===== src/rtl/dbus_arbiter.sv =====
// dbus_arbiter: round-robin sharing of one data bus among NREQ requesters.
// The winner's request is latched and owns the bus until downstream data_ok.
package dbus_pkg;
    typedef enum logic [2:0] {
        MSIZE1 = 3'd0,
        MSIZE2 = 3'd1,
        MSIZE4 = 3'd2,
        MSIZE8 = 3'd3
    } msize_t;

    typedef struct packed {
        logic        valid;
        logic [63:0] addr;
        msize_t      size;
        logic [7:0]  strobe;
        logic [63:0] data;
    } dbus_req_t;

    typedef struct packed {
        logic        addr_ok;
        logic        data_ok;
        logic [63:0] data;
    } dbus_resp_t;
endpackage

module dbus_arbiter
    import dbus_pkg::*;
#(
    parameter int NREQ           = 2,
    parameter int TIMEOUT_CYCLES = 1024,
    localparam int IW            = $clog2(NREQ)
) (
    input  logic                  clk,
    input  logic                  reset,
    input  dbus_req_t  [NREQ-1:0] ireq,
    output dbus_resp_t [NREQ-1:0] iresp,
    output dbus_req_t             oreq,
    input  dbus_resp_t            oresp,
    output logic                  busy,
    output logic [IW-1:0]         owner,
    output logic                  timeout
);

    localparam int CW = $clog2(TIMEOUT_CYCLES + 2);
    localparam logic [CW-1:0] CMAX = CW'(TIMEOUT_CYCLES);

    typedef enum logic {
        IDLE = 1'b0,
        BUSY = 1'b1
    } state_t;

    state_t          state;
    state_t          state_n;
    logic [IW-1:0]   last_grant;
    dbus_req_t       req_q;
    logic [CW-1:0]   cnt;
    logic            found;
    logic [IW-1:0]   win;

    // State register
    always_ff @(posedge clk or negedge reset) begin
        if (!reset) begin
            state <= IDLE;
        end else begin
            state <= state_n;
        end
    end

    // Round-robin scan, next state and bus/response muxing
    always_comb begin
        state_n = state;
        found   = 1'b0;
        win     = '0;
        oreq    = '0;
        iresp   = '0;
        for (int k = 0; k < NREQ; k++) begin
            if (!found && ireq[(int'(last_grant) + 1 + k) % NREQ].valid) begin
                found = 1'b1;
                win   = IW'((int'(last_grant) + 1 + k) % NREQ);
            end
        end
        unique case (state)
            IDLE: begin
                if (found) state_n = BUSY;
            end
            BUSY: begin
                oreq         = req_q;
                iresp[owner] = oresp;
                if (oresp.data_ok) state_n = IDLE;
            end
            default: state_n = IDLE;
        endcase
    end

    // Grant bookkeeping, latched request and watchdog
    always_ff @(posedge clk or negedge reset) begin
        if (!reset) begin
            owner      <= '0;
            last_grant <= IW'(NREQ - 1);
            req_q      <= '0;
            cnt        <= '0;
            timeout    <= 1'b0;
        end else if (state == IDLE) begin
            if (found) begin
                owner       <= win;
                req_q       <= ireq[win];
                req_q.valid <= 1'b1;
                cnt         <= '0;
            end
        end else if (oresp.data_ok) begin
            last_grant <= owner;
        end else if (TIMEOUT_CYCLES != 0) begin
            if (cnt != CMAX) cnt <= cnt + CW'(1);
            if (cnt + CW'(1) == CMAX) timeout <= 1'b1;
        end
    end

    // Busy is a decode of the registered state
    assign busy = (state == BUSY);

endmodule


===== config.mk =====
export PLATFORM = sky130hd
export DESIGN_NAME = dbus_arbiter
export DESIGN_NICKNAME = d
export VERILOG_FILES = /design/src/rtl/dbus_arbiter.sv
export SDC_FILE = /design/constraint.sdc
export NUM_CORES = 1
export LEC_CHECK = 0
export CORE_AREA = 8 8 237 239
export DETAILED_ROUTE_END_ITERATION = 8
export DIE_AREA = 0 0 245 247
export SYNTH_ARGS = -nofsm -noshare
export SYNTH_HDL_FRONTEND = slang
export SYNTH_SLANG_ARGS = --single-unit

===== constraint.sdc =====
create_clock -name clk -period 2.1 [get_ports clk]
set_input_delay 0.525 -clock clk [delete_from_list [all_inputs] [get_ports clk]]
set_output_delay 0.525 -clock clk [all_outputs]
set_load 0.01 [all_outputs]

==> impl_metrics.py <==
metrics = {
    "run_status": {
        "outcome": "complete, but fails checks",
        "violations": "setup timing",
    },
    "cts": {
        "cts-root-buf": "clkbuf_16",
        "clock_latency_ns": 0.47,
        "clkTransAtPathRegs_ns": 0.07,
        "clock_path_buffers": 2,
        "cts_tree": "built",
        "htreeDepth": 4,
        "cts_sinks": 155,
        "cts_buffers": 17,
    },
    "setup_path": {
        "cp.arrival_ns": 1.87,
        "cp-startpoint": "busy$_DFF_PN0_",
        "r2r_end": "cnt[2]$_DFFE_PN0P_",
        "start_kind": "flop",
        "crit_path_end": "oreq[4]",
        "crit_chain": "buf_12 -> buf_16 -> buf_12 -> buf_12 -> and2_4 -> buf_2",
        "end_kind": "primary output",
        "path_class": "flop to primary output",
        "cp_common_cell": "buf_12",
        "r2r_setup_slack_ns": 0.14,
        "slowest_delay_ns": 0.51,
        "path_max_fanout": 24,
        "slowest_stage": "dfrtp_4",
        "reg2reg_depth": 8,
        "r2r-start": "cnt[1]$_DFFE_PN0P_",
        "critPathRequiredTime_ns": 1.57,
    },
    "global_route": {
        "grt_max_degree": 52,
        "grt_pass1_vias": 10400,
        "antenna_found_initial": 23,
        "grt_pass1_wl_mm": 69.4,
        "grtUsageTotal": 0.155,
        "globalRouteOverflowTotal": 0,
    },
    "synth": {
        "yosysMostFrequentCell": "and2_1",
        "synth_cell_type_count": 46,
        "ys_ff_latch": 155,
        "synth_area_sq_um": 9140,
        "ys_warn_count": 0,
        "ys_top_cells_by_area": "dfrtp_1, mux2i_1, and2_1",
        "synth_edf_count": 0,
        "synth_top_cell_by_area": "dfrtp_1",
        "netlist_instances": 1012,
        "synthArstFlopShare": 1.00,
        "synth-seq-area-share": 0.425,
        "syn_avg_cell_area_sq_um": 9.03,
        "synth_top_area_share": 0.422,
        "synth_common_cells": "and2_1, dfrtp_1, nand2_1",
        "ys.flop_type": "dfrtp_1",
        "syn_nets": 1363,
    },
    "sta": {
        "worst_pin_slew_ns": 0.342,
        "drv_slew": 0,
        "maxSlewHeadroom": 0.766,
        "hold_violations": 0,
        "clock_skew_ns": 0.00995,
        "rsz0062_at_grt": "yes",
        "max_freq_mhz": 418,
        "period_needed_ns": 2.39,
        "hold_ws_ns": 0.466,
        "fin_ws_ns": -0.291,
        "setup_viol": 269,
        "finalCritPeriodShare": 1.14,
    },
    "placement": {
        "port_buffers": 622,
        "gp_congestion": 0.886,
        "dpl.hpwl_mm": 39.4,
        "post_dp_cell_area_sq_um": 16700,
    },
    "final_layout": {
        "area_growth_syn_to_layout_pct": 95.7,
        "nets": 2043,
        "fillers": 5338,
        "final_core_util": 0.342,
        "drive_gt1_frac": 0.294,
        "final_area_sq_um": 17900,
    },
    "route": {
        "ant_nets": 0,
        "routed_wl_mm": 50.5,
        "num_vias": 9982,
        "dr.pass1.iters": 5,
        "wire_per_inst_um": 21.0,
        "drt-initial-drc-count": 274,
        "drc": 0,
        "via_per_inst": 4.15,
    },
    "die": {
        "start_util": 0.175,
        "pin_count": 623,
        "dieArea_sq_um": 60500,
        "core_sq_um": 52200,
        "die_w_um": 245,
        "die_y_um": 247,
        "row_count": 84,
    },
    "power_and_ir_drop": {
        "ir_worst_vdd_v": 0.000371,
        "power.density_nw_per_um2": 996,
        "p_leak_uw": 0.00854,
        "power_uw": 17800,
    },
    "worst_hold_path": {
        "hold_class": "flop to flop",
        "min_path_cells": 1,
    },
    "job": {
        "max_cap_viol_count": 0,
    },
}
-- sequential cells by signal (all words and copies together) (netlist names) --
register    cells
timeout         1
cnt            11
owner           1
last_grant      1
req_q         140
busy            1
-- area by class of cell --
class	count	area (sq um)	area share
multi-input cells	764	5150	0.288
well taps	688	861	0.0482
clock inverters	15	181	0.0101
flip-flops and latches	155	3880	0.217
inverters	4	17.5	0.000980
diodes	13	32.5	0.00182
clock buffers	17	425	0.0238
repair buffers	750	7330	0.410
-- worst min path at each step --
stage | startpoint | endpoint | slack (ns)
floorplan | reset | busy$_DFF_PN0_ | 0.23
global placement | reset | req_q[71]$_DFFE_PN0P_ | 0.40
detailed placement | reset | req_q[71]$_DFFE_PN0P_ | 0.40
CTS | reset | req_q[71]$_DFFE_PN0P_ | 0.42
global route | reset | req_q[71]$_DFFE_PN0P_ | 0.45
finish | req_q[139]$_DFFE_PN0P_ | req_q[139]$_DFFE_PN0P_ | 0.47
-- worst max-delay path: cells and delay by family, from the launching register on --
kind	cells	cell delay (ns)
flops	1	0.51
buf+inv	5	0.73
simple gates	1	0.14
-- repair_timing --
action | 4_1_cts | 5_1_grt
endpoints found under the hold margin | 15 | 0
resized for setup | 574 | 536
cloned | 8 | 8
hold buffers | 1 | 0
buffers inserted | 10 | 20
setup endpoints to repair | 275 | 275
pin swaps | 1 | 7
-- power by group --
group | internal (uW) | leakage, uW | switching, uW | total (uW)
sequential | 4100 | 0.00191 | 628 | 4730
clock | 1800 | 0.000302 | 1450 | 3240
combinational | 5290 | 0.00632 | 4530 | 9830
-- routing by layer --
metal / GRT usage / up-vias / part of all wire
met3: 0.0539 / 77 / 0.075
met5: 0 / - / 0.00026
met4: 0.0692 / 2 / 0.045
met1: 0.162 / 4670 / 0.37
li1: - / 4775 / -
met2: 0.280 / 458 / 0.50
-- through the flow --
stage               setup WS [ns]  TNS [ns]  std cells
floorplan                   0.153         0       1012
global placement           -0.403    -32.28       2317
detailed placement         -0.401    -35.29       2317
CTS                        -0.510    -94.79       2368
global route               -0.382    -71.07       2403
finish                     -0.291    -46.55       2406
-- kinds of logic (layout without fill, tap and decap cells) --
group                      Yosys count  count (layout)  share of synthesized area
AOI/OAI and AO/OA                  162             162                     0.0959
xor gates and xnor gates             5               5                    0.00479
adders and majority gates            3               3                    0.00411
buffers and inverters               93             786                     0.0452
DFF                                155             155                      0.425
muxes                              141             141                      0.154
other                                0              13                          0
and+or+nand+nor                    453             453                      0.271
-- cell usage in the layout, fill, tap and decap left out, types with 70 or more instances in the layout --
| cell type | count |
|---|---|
| buf_2 | 70 |
| nand2_1 | 146 |
| buf_6 | 121 |
| clkdlybuf4s50_1 | 347 |
| and2_1 | 127 |
| mux2i_1 | 141 |
| dfrtp_1 | 153 |
| buf_4 | 72 |
| o21ai_0 | 143 |
| and2_4 | 83 |
No activity file was read; power rests on OpenSTA's default activity.
